$ cat src/rtl/pipe_ctrl_pkg.sv
// Shared types and constants for the pipeline hazard controller.
//   hz_state_e : memory-wait FSM states (RUN / MEM_WAIT / FAULT)
//   FWD_*      : forward-select encodings driven onto the EX operand muxes
package pipe_ctrl_pkg;

  typedef enum logic [1:0] {
    RUN      = 2'd0,
    MEM_WAIT = 2'd1,
    FAULT    = 2'd2
  } hz_state_e;

  localparam logic [1:0] FWD_REG = 2'b00;  // operand from register file
  localparam logic [1:0] FWD_MEM = 2'b01;  // operand from MEM-stage result
  localparam logic [1:0] FWD_WB  = 2'b10;  // operand from WB-stage result

endpackage

$ cat src/rtl/pipe_fwd_unit.sv
// Forward-select logic for the two EX-stage operands.
// Only instantiated when the top is built with PIPE_FWD_EN.
// Ports:
//   ex_src1, ex_src2      in  EX-stage source register indices
//   mem_wb_en, mem_dest   in  MEM-stage writeback enable / destination
//   wb_wb_en, wb_dest     in  WB-stage writeback enable / destination
//   fwd_sel_a, fwd_sel_b  out operand select (FWD_REG / FWD_MEM / FWD_WB)
// The MEM stage holds the younger result, so it wins over WB.
module pipe_fwd_unit
  import pipe_ctrl_pkg::*;
#(
  parameter int unsigned REG_ADDR_W = 4
) (
  input  logic [REG_ADDR_W-1:0] ex_src1,
  input  logic [REG_ADDR_W-1:0] ex_src2,
  input  logic                  mem_wb_en,
  input  logic [REG_ADDR_W-1:0] mem_dest,
  input  logic                  wb_wb_en,
  input  logic [REG_ADDR_W-1:0] wb_dest,
  output logic [1:0]            fwd_sel_a,
  output logic [1:0]            fwd_sel_b
);

  function automatic logic [1:0] pick_src(input logic [REG_ADDR_W-1:0] src,
                                          input logic                  m_en,
                                          input logic [REG_ADDR_W-1:0] m_dst,
                                          input logic                  w_en,
                                          input logic [REG_ADDR_W-1:0] w_dst);
    logic [1:0] sel;
    sel = FWD_REG;
    if (m_en && (m_dst == src)) begin
      sel = FWD_MEM;
    end else if (w_en && (w_dst == src)) begin
      sel = FWD_WB;
    end
    return sel;
  endfunction

  always_comb begin
    fwd_sel_a = pick_src(ex_src1, mem_wb_en, mem_dest, wb_wb_en, wb_dest);
    fwd_sel_b = pick_src(ex_src2, mem_wb_en, mem_dest, wb_wb_en, wb_dest);
  end

endmodule

$ cat src/rtl/pipeline_hazard_ctrl.sv
// Central freeze/flush controller for the IF/ID, ID/EX, EX/MEM and MEM/WB
// pipeline registers and the PC.
// Build option: define PIPE_FWD_EN to add operand forwarding (extra ports
// ex_src1/ex_src2/wb_wb_en/wb_dest/fwd_sel_a/fwd_sel_b); with forwarding only
// the load-use case stalls. Default build: every EX/MEM RAW match stalls.
// Ports:
//   clk, rst_n                 clock (rising edge), async active-low reset
//   id_src1/2, id_use1/2       ID-stage sources and their use flags
//   ex_wb_en, ex_dest          EX writeback enable / destination
//   ex_mem_read                EX instruction is a load
//   mem_wb_en, mem_dest        MEM writeback enable / destination
//   ex_br_taken                taken branch resolved in EX
//   mem_req, mem_ready         MEM-stage data memory handshake
//   pc_freeze, if_id_freeze    hold PC / IF/ID
//   if_id_flush, id_ex_flush   squash IF/ID / bubble into ID/EX
//   pipe_freeze                hold ID/EX, EX/MEM, MEM/WB
//   mem_timeout                sticky watchdog fault flag
//   stall_cnt                  saturating count of pc_freeze cycles
module pipeline_hazard_ctrl
  import pipe_ctrl_pkg::*;
#(
  parameter int unsigned REG_ADDR_W  = 4,
  parameter int unsigned MEM_TIMEOUT = 255,
  parameter int unsigned CNT_W       = 16
) (
  input  logic                  clk,
  input  logic                  rst_n,
  input  logic [REG_ADDR_W-1:0] id_src1,
  input  logic [REG_ADDR_W-1:0] id_src2,
  input  logic                  id_use1,
  input  logic                  id_use2,
  input  logic                  ex_wb_en,
  input  logic [REG_ADDR_W-1:0] ex_dest,
  input  logic                  ex_mem_read,
  input  logic                  mem_wb_en,
  input  logic [REG_ADDR_W-1:0] mem_dest,
  input  logic                  ex_br_taken,
  input  logic                  mem_req,
  input  logic                  mem_ready,
`ifdef PIPE_FWD_EN
  input  logic [REG_ADDR_W-1:0] ex_src1,
  input  logic [REG_ADDR_W-1:0] ex_src2,
  input  logic                  wb_wb_en,
  input  logic [REG_ADDR_W-1:0] wb_dest,
  output logic [1:0]            fwd_sel_a,
  output logic [1:0]            fwd_sel_b,
`endif
  output logic                  pc_freeze,
  output logic                  if_id_freeze,
  output logic                  if_id_flush,
  output logic                  id_ex_flush,
  output logic                  pipe_freeze,
  output logic                  mem_timeout,
  output logic [CNT_W-1:0]      stall_cnt
);

  localparam int unsigned      WC_W     = (MEM_TIMEOUT < 2) ? 1 : $clog2(MEM_TIMEOUT + 1);
  localparam logic [WC_W-1:0]  WC_LIMIT = WC_W'(MEM_TIMEOUT);

  hz_state_e        state_q,     state_d;
  logic [WC_W-1:0]  wait_cnt_q,  wait_cnt_d;
  logic [CNT_W-1:0] stall_cnt_q, stall_cnt_d;

  logic mem_stall;
  logic src1_ex_hit, src2_ex_hit, src1_mem_hit, src2_mem_hit;
  logic ex_hit, mem_hit, load_use, haz;

  // ---------------------------------------------------------------- hazards
  always_comb begin
    src1_ex_hit  = id_use1 && ex_wb_en  && (id_src1 == ex_dest);
    src2_ex_hit  = id_use2 && ex_wb_en  && (id_src2 == ex_dest);
    src1_mem_hit = id_use1 && mem_wb_en && (id_src1 == mem_dest);
    src2_mem_hit = id_use2 && mem_wb_en && (id_src2 == mem_dest);
    ex_hit       = src1_ex_hit || src2_ex_hit;
    mem_hit      = src1_mem_hit || src2_mem_hit;
    load_use     = ex_hit && ex_mem_read;
  end

`ifdef PIPE_FWD_EN
  // ALU results in EX/MEM are forwarded; only a load in EX cannot be.
  assign haz = load_use;

  pipe_fwd_unit #(
    .REG_ADDR_W (REG_ADDR_W)
  ) u_fwd (
    .ex_src1   (ex_src1),
    .ex_src2   (ex_src2),
    .mem_wb_en (mem_wb_en),
    .mem_dest  (mem_dest),
    .wb_wb_en  (wb_wb_en),
    .wb_dest   (wb_dest),
    .fwd_sel_a (fwd_sel_a),
    .fwd_sel_b (fwd_sel_b)
  );
`else
  // EX match split into load and non-load parts; together they cover any EX match.
  assign haz = load_use || (ex_hit && !ex_mem_read) || mem_hit;
`endif

  // ------------------------------------------------------- memory-wait FSM
  always_ff @(posedge clk or negedge rst_n) begin
    if (!rst_n) begin
      state_q     <= RUN;
      wait_cnt_q  <= '0;
      stall_cnt_q <= '0;
    end else begin
      state_q     <= state_d;
      wait_cnt_q  <= wait_cnt_d;
      stall_cnt_q <= stall_cnt_d;
    end
  end

  always_comb begin
    state_d    = state_q;
    wait_cnt_d = wait_cnt_q;
    case (state_q)
      RUN: begin
        if (mem_req && !mem_ready) begin
          state_d    = MEM_WAIT;
          wait_cnt_d = WC_W'(1);
        end
      end
      MEM_WAIT: begin
        if (mem_ready) begin
          state_d = RUN;
        end else if (wait_cnt_q == WC_LIMIT) begin
          state_d = FAULT;
        end else begin
          wait_cnt_d = wait_cnt_q + WC_W'(1);
        end
      end
      FAULT: begin
        state_d = FAULT;
      end
      default: begin
        state_d = RUN;
      end
    endcase
  end

  // ------------------------------------------------------ pipeline controls
  always_comb begin
    mem_stall    = (mem_req && !mem_ready) || (state_q == FAULT);
    pc_freeze    = 1'b0;
    if_id_freeze = 1'b0;
    if_id_flush  = 1'b0;
    id_ex_flush  = 1'b0;
    pipe_freeze  = 1'b0;
    // Outputs are forced quiet while reset is asserted, even though the
    // memory handshake inputs may still indicate a stall.
    if (rst_n) begin
      if (mem_stall) begin
        // Whole pipe holds; a taken branch in EX stays put and fires afterwards.
        pc_freeze    = 1'b1;
        if_id_freeze = 1'b1;
        pipe_freeze  = 1'b1;
      end else if (ex_br_taken) begin
        // The hazarding ID instruction is on the wrong path and gets squashed.
        if_id_flush  = 1'b1;
        id_ex_flush  = 1'b1;
      end else if (haz) begin
        pc_freeze    = 1'b1;
        if_id_freeze = 1'b1;
        id_ex_flush  = 1'b1;
      end
    end
  end

  // --------------------------------------------------------- stall counter
  always_comb begin
    stall_cnt_d = stall_cnt_q;
    if (pc_freeze && (stall_cnt_q != '1)) begin
      stall_cnt_d = stall_cnt_q + CNT_W'(1);
    end
  end

  assign mem_timeout = (state_q == FAULT);
  assign stall_cnt   = stall_cnt_q;

endmodule

$ cat config.mk
export PLATFORM = sky130hd
export DESIGN_NAME = pipeline_hazard_ctrl
export DESIGN_NICKNAME = d
export VERILOG_FILES = /design/src/rtl/pipe_ctrl_pkg.sv /design/src/rtl/pipe_fwd_unit.sv /design/src/rtl/pipeline_hazard_ctrl.sv
export SDC_FILE = /design/constraint.sdc
export NUM_CORES = 1
export LEC_CHECK = 0
export ABC_AREA = 1
export CAP_MARGIN = 10
export CORE_MARGIN = 3
export CORE_UTILIZATION = 50
export CTS_BUF_LIST = sky130_fd_sc_hd__clkbuf_8 sky130_fd_sc_hd__clkbuf_16
export CTS_CLUSTER_DIAMETER = 80
export DETAILED_ROUTE_END_ITERATION = 6
export DONT_BUFFER_PORTS = 1
export HOLD_SLACK_MARGIN = 0.15
export MAX_ROUTING_LAYER = met4
export PLACE_DENSITY_LB_ADDON = 0.3
export SETUP_SLACK_MARGIN = 0.5
export SKIP_CTS_REPAIR_TIMING = 1
export SLEW_MARGIN = 5
export SYNTH_ARGS = -nofsm -noshare
export SYNTH_HDL_FRONTEND = slang
export SYNTH_SLANG_ARGS = --single-unit
$ cat constraint.sdc
create_clock -name clk -period 3.3 [get_ports clk]
set_clock_uncertainty 0.15 [all_clocks]
set_input_delay 0.495 -clock clk [delete_from_list [all_inputs] [get_ports clk]]
set_output_delay 0.495 -clock clk [all_outputs]
set_load 0.01 [all_outputs]
==> results by group, run 1 <==
Run status
  – Status: completed

Clock tree
  – Clk root buf: clkbuf_8
  – # H-tree levels: 1
  – Clock slew at the register clock pins of the worst setup and hold paths: about 0.090 ns
  – Total clock buffers created by CTS: 3
  – Clk sink count: 26
  – CTS tree: done
  – Worst-Skew Late Latency: about 0.27 ns
  – Max Root-Sink Buffers: 2

STA
  – Fin Setup TNS: 0 ns
  – Slew margin rel.: between 60% and 70%
  – Min Tclk post-route: between 2 and 2.5 ns
  – Final hold vios: 0
  – Final Max Tran Viols: 0
  – Worst Max-Slew Pin Slew: around 0.48 ns
  – Final setup viols: 0
  – Unrepaired setup endpoints after global routing: false
  – Fmax: around 420 MHz
  – Fin crit share: 72.7%
  – Worst hold slack: roughly 0.30 ns

Finish
  – FILL cells: between 300 and 400
  – Layout cells sized above 1: about 5%
  – NumNets Final: 311
  – Layout area overhead: 5.61%
  – Antenna diodes: 0

Worst setup path
  – R2r setup slk: about 1.1 ns
  – CP arrival: about 1.8 ns
  – Reg2reg path depth: 9
  – Crit start category: register
  – Worst-path maximum fanout: 19
  – Endpoint class of the critical path: primary output
  – Worst EP required: between 2 and 3 ns
  – CP Class: reg2out
  – Worst r2r dst: stall_cnt[14]$_DFFE_PN0P_
  – Worst R2R Start: stall_cnt[0]$_DFFE_PN0P_

Synth
  – Ys flop type: dfrtp_1
  – Synth warn: 0
  – Async set-reset flop share out of synthesis: between 90% and 100%
  – #FFs+latches synth: 26
  – Post-Syn Instances: 282
  – Syn nets: 310
  – Seq/Total Area, Yosys: between 30% and 40%
  – Synth area leader: dfrtp_1
  – Syn_area_per_cell: roughly 6.7 µm²
  – Mapped cell area: 0.00189 mm²
  – Synth top area share: approximately a third
  – Post-synth EDFFs: 0
  – Synth area leaders: dfrtp_1, nand2_1, nand3_1
  – Synth unique cells: 29

GRT
  – Remaining Overflow, GRT: 0
  – GRT Total Usage: 19.1%
  – Initial antenna violation count: 0
  – Vias in the first global route: between 1500 and 2000
  – Largest net degree at the start of global routing: 29
  – First-pass GRT wire length: 6670 µm

Pwr
  – VDD IR max: approximately 0.25 mV
  – P_leak: ~1.0 nW
  – Ratio of total power to cell area: approximately 420 mW/mm²

Drt
  – Post-Route WL: 4080 µm
  – DR iter-0 viols: 108
  – DRC: 0
  – DRT Pass-1 Iters: 4
  – Via count: around 1700
  – Routed WL per cell: roughly 12 µm
  – Via density: around 5.2
  – Routed Antenna Nets: 0

Floorplan
  – Die X: around 68 µm
  – Core area: 0.00349 mm²
  – Row count: 21
  – # IOs: 48
  – Die H: between 60 and 70 µm
  – Die area: ~0.0046 mm²
  – Initial Util: approximately 54%

Min path
  – Worst Hold Launch: mem_ready
  – Worst min path class: in2reg
  – WHS Endpoint: state_q[1]$_DFFE_PN0P_
  – Min-Delay Path Depth: 3

Placement
  – I/O Buffers: 0
  – HPWL after DPL: between 3000 and 4000 µm
  – Gpl congestion: slightly below 0.8

Flow run
  – Max-cap viol count: 0
[sequential cells by signal, summed over array words and instances (netlist names)]
signal and cells:
stall_cnt 16, wait_cnt_q 8, state_q 2
[cell families after synthesis]
| logic type | Yosys count | synth area share [%] |
|---|---|---|
| XOR/XNOR | 19 | 8.78 |
| flip-flops | 26 | 34.3 |
| buffers and inverters | 43 | 9.25 |
| AO/OA/AOI/OAI | 18 | 5.81 |
| adder cells (fa/ha/maj) | 2 | 1.32 |
| AND/OR/NAND/NOR | 174 | 40.5 |
[final cells by class]
| class | instances | area (µm²) | share of cell area (%) |
|---|---|---|---|
| clock buffer | 4 | 55.1 | 2.75 |
| inverter | 37 | 139 | 6.94 |
| multi-input combinational | 213 | 1070 | 53.4 |
| sequential | 26 | 651 | 32.5 |
| tap | 46 | 57.6 | 2.88 |
| timing repair buffer | 2 | 30.0 | 1.50 |
[cells in the final DEF (no fill, tap or decap), drive strengths merged]
| cell | synthesis | final |
|---|---|---|
| ha | 2 | 2 |
| a22o | 1 | 1 |
| o22ai | 2 | 2 |
| inv | 37 | 37 |
| dfrtp | 26 | 26 |
| xor2 | 10 | 10 |
| nor4 | 1 | 1 |
| nand2 | 100 | 100 |
| a21oi | 5 | 5 |
| nor3 | 4 | 4 |
| o31ai | 4 | 4 |
| a221oi | 1 | 1 |
| xnor2 | 9 | 9 |
| nor2 | 32 | 32 |
| nand3b | 1 | 1 |
| clkbuf | 2 | 4 |
| nand4 | 8 | 8 |
| nand3 | 28 | 28 |
| o21ai | 5 | 5 |
| dlygate4sd3 | 0 | 1 |
| buf | 4 | 1 |
[critical path, stage by stage, from the launching register on]
cell and delay, ns:
dfrtp_1 0.40, nor2_1 0.25, inv_1 0.10, nand2_1 0.07
inv_1 0.05, nor2_2 0.16, inv_1 0.08, nand2_2 0.37
[synth_stat cells, types with 3 or more instances]
cell type / instances
nand2_1: 98
inv_1: 36
nand3_1: 28
nor2_1: 27
dfrtp_1: 26
xor2_1: 10
xnor2_1: 9
nand4_1: 7
a21oi_1: 5
nor3_1: 4
o31ai_1: 4
nor2_2: 3
o21ai_1: 3
[routing by layer]
metal / vias to the layer above / global-route usage [%] / part of all wire (%)
li1: 892 / - / -
met1: 758 / 25.5 / 47
met2: 40 / 29.9 / 46
met3: 4 / 3.33 / 6.5
met4: 0 / 4.56 / 0.69
met5: - / - / 0
[worst max-delay path by stage]
stage | endpoint | startpoint
after floorplan | pc_freeze | state_q[0]$_DFFE_PN0P_
after global placement | stall_cnt[3]$_DFFE_PN0P_ | stall_cnt[0]$_DFFE_PN0P_
after detailed placement | stall_cnt[14]$_DFFE_PN0P_ | stall_cnt[0]$_DFFE_PN0P_
after CTS | pc_freeze | state_q[0]$_DFFE_PN0P_
after global routing | pc_freeze | state_q[1]$_DFFE_PN0P_
final | pc_freeze | state_q[0]$_DFFE_PN0P_
[stage by stage]
stage / std cells / setup WS (ns) / util, % / total power, mW / cell area (µm²)
after detailed placement: 322 / 1.10 / 54.8 / 0.632 / 1920
after global placement: 322 / 1.12 / 54.8 / 0.623 / 1920
after floorplan: 282 / 1.16 / - / 0.589 / 1890
after CTS: 326 / 0.900 / 56.4 / 0.840 / 1970
final: 328 / 0.902 / 57.3 / 0.840 / 2000
after global routing: 328 / 0.765 / 57.3 / 0.900 / 2000
[report_power, final]
group	leakage (nW)	switching (mW)	internal [mW]
Sequential	0.353	0.0731	0.362
Combinational	0.658	0.128	0.0727
Clock	0.0288	0.0976	0.107
Total	1.04	0.299	0.541
Power figures use the tool's default switching activity.
==> run 2, diff against run 1 <==
==> constraint.sdc (replaced) <==
create_clock -name clk -period 2.4 [get_ports clk]
set_clock_uncertainty 0.15 [all_clocks]
set_input_delay 0.36 -clock clk [delete_from_list [all_inputs] [get_ports clk]]
set_output_delay 0.36 -clock clk [all_outputs]
set_load 0.01 [all_outputs]
==> run 2 against run 1 <==
Total power increased by 43%. Critical path depth unchanged. Die area unchanged. Largest cell class unchanged. Highest routed layer unchanged.
==> results by group, run 2 (synthesized netlist as in run 1, its figures left out) <==
Run status
  – Status: completed

Floorplan
  – Die area: 0.00456 mm² (unchanged)
  – Die X: 67.6 µm (unchanged)
  – Initial Util: 54.2% (unchanged)
  – # IOs: 48 (unchanged)
  – Core area: 0.00349 mm² (unchanged)
  – Die H: 67.6 µm (unchanged)
  – Row count: 21 (unchanged)

Placement
  – Gpl congestion: 0.851 (+11%)
  – I/O Buffers: 0 (unchanged)
  – HPWL after DPL: 3040 µm (-0.19%)
  – Cells after DPL: 328 (+1.9%)
  – Area post-placement: 0.00196 mm² (+2.5%)

GRT
  – GRT Total Usage: 19.5% (+0.45 points)
  – Initial antenna violation count: 0 (unchanged)
  – Vias in the first global route: 1576 (+4.8%)
  – Largest net degree at the start of global routing: 29 (unchanged)
  – First-pass GRT wire length: 6770 µm (+1.5%)
  – Remaining Overflow, GRT: 0 (unchanged)

Finish
  – Layout cells sized above 1: 15.2% (+10 points)
  – Layout area overhead: 15.3%
  – Final std cells w/o fill: 342 (+4.3%)
  – NumNets Final: 326 (+4.8%)
  – Max reg flops: 16 (unchanged)
  – Post-route cell area: 0.00218 mm² (+9.1%)
  – Antenna diodes: 0 (unchanged)
  – Most frequent cells in the layout: nand2_1, inv_1, nand3_1
  – Commonest non-fill, non-tap cell in the layout: nand2_1

STA
  – Slew margin rel.: 75.0% (+6.8 points)
  – Min Tclk post-route: about 1.9 ns
  – Fmax: around 540 MHz
  – Unrepaired setup endpoints after global routing: true
  – Final Max Tran Viols: 0 (unchanged)
  – Final setup viols: 0 (unchanged)
  – Fin crit share: about 77%
  – Final hold vios: 0 (unchanged)
  – Fin Setup TNS: 0 ns (unchanged)
  – Worst Max-Slew Pin Slew: 0.375 ns (-0.101 ns)

Worst setup path
  – CP Class: reg2out
  – CP arrival: 1.35 ns (-0.40 ns)
  – Worst EP required: 1.89 ns (-0.76 ns)
  – Max incr delay on CP: 0.43 ns (+0.03 ns)
  – Crit start category: register
  – Crit path buf inv count: 3 (unchanged)
  – Worst-path cell chain: nor2_4 > inv_2 > nand2_2 > inv_2 > nor2_4 > inv_4 > nand2_8
  – R2r setup slk: 0.58 ns (-0.48 ns)
  – Worst-path maximum fanout: 8 (-11)
  – CP top delay family: simple AND/OR/NAND/NOR gates
  – Reg2reg path depth: 9 (unchanged)
  – Worst R2R Start: stall_cnt[0]$_DFFE_PN0P_
  – CP max-delay cell: dfrtp_1
  – Worst r2r dst: stall_cnt[10]$_DFFE_PN0P_
  – Endpoint class of the critical path: primary output

Pwr
  – Total Power: 1.20 mW (+43%)
  – P_leak: 1.12 nW (+7.8%)
  – Ratio of total power to cell area: 549 mW/mm² (+31%)
  – VDD IR max: 0.419 mV (+68%)

Drt
  – DRT Pass-1 Iters: 4 (unchanged)
  – Post-Route WL: 4300 µm (+5.3%)
  – Routed Antenna Nets: 0 (unchanged)
  – DR iter-0 viols: 121 (+12%)
  – Via count: 1792 (+5.8%)
  – DRC: 0 (unchanged)
  – Via density: 5.24 (+1.5%)
  – Routed WL per cell: 12.6 µm (+1.0%)

Clock tree
  – Max Root-Sink Buffers: 2 (unchanged)
  – # H-tree levels: 1 (unchanged)
  – CTS tree: done
  – Worst-Skew Late Latency: 0.26 ns (about the same)
  – Clock slew at the register clock pins of the worst setup and hold paths: 0.08 ns (about the same)
  – Clk sink count: 26 (unchanged)
  – Total clock buffers created by CTS: 3 (unchanged)
  – Clk root buf: clkbuf_8

Min path
  – Worst min path class: in2reg
  – Worst Hold Launch: mem_req
  – Min-Delay Path Depth: 2 (-1)
  – WHS Endpoint: state_q[1]$_DFFE_PN0P_

Flow run
  – Max-cap viol count: 0 (unchanged)
## run 2: changes by cell type in the layout (fill, tap and decap cells not counted), moves of 4 or more
cell	previous run	this run
buf_4	0	13
inv_1	36	32
dfrtp_1	26	21
dfrtp_2	0	5
## run 2: final cells by class
cell class | count | area, µm²
clock buffers | 3 | 41.3
inverters | 37 | 141
flip-flops and latches | 26 | 657
fillers | 301 | 1310
multi-input cells | 214 | 1150
well taps | 46 | 57.6
repair buffers | 16 | 139
## run 2: routing by layer
metal	global-route usage, %	share of wire, %	vias to the layer above
met1	26.1	44	807
li1	-	-	926
met3	3.00	7.0	2
met5	-	0	-
met2	31.2	48	57
met4	4.05	0.54	0
## run 2: metrics by stage
stage          utilization (%)  hold slack [ns]  setup WS [ns]
2_1_floorplan                -          -0.0856          0.504
3_3_place_gp              56.2          -0.0848          0.418
3_5_place_dp              56.2          -0.0848          0.400
4_1_cts                   57.4           -0.379          0.252
5_1_grt                   62.5            0.251          0.449
6_report                  62.5            0.236          0.545
## run 2: where the power goes
part	total, mW	internal [mW]	switching (mW)
combinational	0.379	0.155	0.224
clock	0.239	0.112	0.127
sequential	0.580	0.500	0.0797
total	1.20	0.768	0.430
## run 2: worst max path at each step
stage	from	to	slack (ns)	depth (start not counted)
finish	state_q[0]$_DFFE_PN0P_	pc_freeze	0.54	7
global route	state_q[1]$_DFFE_PN0P_	if_id_freeze	0.45	8
CTS	state_q[0]$_DFFE_PN0P_	pc_freeze	0.25	7
detailed placement	state_q[0]$_DFFE_PN0P_	stall_cnt[3]$_DFFE_PN0P_	0.40	10
global placement	state_q[0]$_DFFE_PN0P_	stall_cnt[3]$_DFFE_PN0P_	0.42	10
floorplan	state_q[0]$_DFFE_PN0P_	pc_freeze	0.50	9
## run 2: worst register-to-register path, stage by stage, from the launching register on
cell	delay, ns
dfrtp_1	0.36
ha_2	0.21
nand2_2	0.08
nor2_4	0.11
nand4_1	0.12
nor2_2	0.15
nand4_4	0.19
buf_4	0.22
nand3_1	0.07
nand2_1	0.06
==> run 3, diff against run 2 <==
==> constraint.sdc (replaced) <==
create_clock -name clk -period 1.6 [get_ports clk]
set_clock_uncertainty 0.15 [all_clocks]
set_input_delay 0.24 -clock clk [delete_from_list [all_inputs] [get_ports clk]]
set_output_delay 0.24 -clock clk [all_outputs]
set_load 0.01 [all_outputs]
==> run 3 against run 2 <==
The flow now finishes with violations (negative setup slack). Critical path depth increased by 1. Worst hold slack got worse by 0.15 ns. Die area unchanged. First-iteration DRC count decreased by 35%. Register-to-register slack got worse by 0.72 ns. Cell count increased by 11%. Largest cell class unchanged. Highest routed layer unchanged.
==> results by group, run 3 (synthesized netlist as in run 1, its figures left out) <==
Floorplan
  – Row count: 21 (unchanged)
  – Core area: 0.00349 mm² (unchanged)
  – # IOs: 48 (unchanged)
  – Die area: 0.00456 mm² (unchanged)
  – Die X: 67.6 µm (unchanged)
  – Initial Util: 54.2% (unchanged)
  – Die H: 67.6 µm (unchanged)

Clock tree
  – # H-tree levels: 1 (unchanged)
  – Clk root buf: clkbuf_8
  – Total clock buffers created by CTS: 3 (unchanged)
  – Worst-Skew Late Latency: 0.27 ns (about the same)
  – Clk sink count: 26 (unchanged)
  – CTS tree: done
  – Max Root-Sink Buffers: 2 (unchanged)
  – Clock slew at the register clock pins of the worst setup and hold paths: 0.09 ns (about the same)

GRT
  – Initial antenna violation count: 0 (unchanged)
  – Remaining Overflow, GRT: 0 (unchanged)
  – GRT Total Usage: 20.8% (+1.3 points)
  – First-pass GRT wire length: 7070 µm (+4.4%)
  – Largest net degree at the start of global routing: 29 (unchanged)
  – Vias in the first global route: 1709 (+8.4%)

STA
  – Worst Max-Slew Pin Slew: 0.359 ns (-0.0157 ns)
  – Fin crit share: 113%
  – Final setup viols: 29 (+29)
  – Worst hold slack: 0.0841 ns (-0.152 ns)
  – Min Tclk post-route: around 1.8 ns
  – Slew margin rel.: 75.9% (+0.89 points)
  – Final hold vios: 0 (unchanged)
  – Fin Setup TNS: -3.24 ns (-3.24 ns)
  – Final Max Tran Viols: 0 (unchanged)
  – Setup ws final: -0.209 ns (-0.754 ns)
  – Fmax: 553 MHz
  – Unrepaired setup endpoints after global routing: true

Drt
  – DR iter-0 viols: 79 (-35%)
  – Post-Route WL: 5000 µm (+16%)
  – Met2 wire len: 2480 µm (+20%)
  – DRC: 0 (unchanged)
  – Top sig layer: met4
  – Metal-1 WL: 2130 µm (+12%)
  – Via count: 1975 (+10%)
  – DRT Pass-1 Iters: 6 (+2)
  – DR WL met3: 312 µm (+3.7%)
  – Routed WL per cell: 13.2 µm (+5.3%)
  – Routed Antenna Nets: 0 (unchanged)
  – Via density: 5.22 (-0.28%)

Finish
  – Max reg flops: 16 (unchanged)
  – Commonest non-fill, non-tap cell in the layout: nand2_1
  – Layout area overhead: 37.5%
  – NumNets Final: 361 (+11%)
  – Layout cells sized above 1: 27.1% (+12 points)
  – Final std cells w/o fill: 378 (+11%)
  – Final core utilization: 74.5% (+12 points)
  – Antenna diodes: 0 (unchanged)
  – Most frequent cells in the layout: nand2_1, inv_1, buf_4

Pwr
  – Ratio of total power to cell area: 844 mW/mm² (+54%)
  – P_leak: 1.34 nW (+19%)
  – VDD IR max: 0.595 mV (+42%)

Placement
  – Gpl congestion: 0.881 (+3.5%)
  – I/O Buffers: 0 (unchanged)
  – HPWL after DPL: 3460 µm (+14%)
  – Cells after DPL: 360 (+9.8%)

Worst setup path
  – CP Class: reg2out
  – CP arrival: 1.42 ns (+0.07 ns)
  – Endpoint class of the critical path: primary output
  – R2r setup slk: -0.14 ns (-0.72 ns)
  – Worst EP required: 1.21 ns (-0.68 ns)
  – Worst-path maximum fanout: 8 (unchanged)
  – Crit start category: register

Flow run
  – Max-cap viol count: 0 (unchanged)

Min path
  – Worst min path class: in2reg

Run status
  – Failing checks: negative setup slack
  – Status: finished, violations left
[run 3: cell types whose count changed in the layout (fill, tap and decap cells not counted), moves of 3 or more]
cell     before  now
o31ai_1       4    1
buf_6         1   17
buf_4        13   30
o31ai_2       0    3
[run 3: final timing paths]
path / start / endpoint / cells past startpoint
worst min-delay path: mem_ready / state_q[0]$_DFFE_PN0P_ / 3
max in group asynchronous: rst_n / stall_cnt[0]$_DFFE_PN0P_ / 2
worst max-delay path: state_q[0]$_DFFE_PN0P_ / if_id_freeze / 8
min in group asynchronous: rst_n / stall_cnt[4]$_DFFE_PN0P_ / 2
worst max register to register: state_q[0]$_DFFE_PN0P_ / wait_cnt_q[1]$_DFFE_PN0P_ / 9
worst min register to register: wait_cnt_q[4]$_DFFE_PN0P_ / wait_cnt_q[4]$_DFFE_PN0P_ / 2
[run 3: layer usage]
metal,global-route usage [%],vias up
met5,-,-
li1,-,991
met1,25.3,915
met3,2.83,11
met4,7.09,0
met2,35.2,58
[run 3: where the power goes]
part	switching [mW]	total (mW)	internal, mW
Sequential	0.0775	0.828	0.750
Combinational	0.445	0.816	0.370
Clock	0.221	0.556	0.335
[run 3: layout make-up]
cell class,instances,area [µm²]
tap,46,57.6
sequential,26,659
timing repair buffer,51,487
multi-input combinational,214,1190
fill,262,890
clock inverter,1,30.0
inverter,37,139
clock buffer,3,41.3
[run 3: critical path: stages, from the launching register on]
cell and delay, ns:
dfrtp_1 0.41, nor2_2 0.14, inv_1 0.06, nand2_1 0.07, inv_2 0.06, nor2_4 0.09
inv_2 0.06, nand2_8 0.11, buf_12 0.13
[run 3: per-stage QoR]
step | power [mW] | setup slack (ns) | instance area (µm²)
detailed placement | 1.52 | -0.123 | 2260
global placement | 1.48 | -0.0861 | 2260
global route | 2.33 | -0.256 | 2610
floorplan | 1.25 | -0.192 | 1950
CTS | 2.06 | -0.240 | 2330
finish | 2.20 | -0.209 | 2610
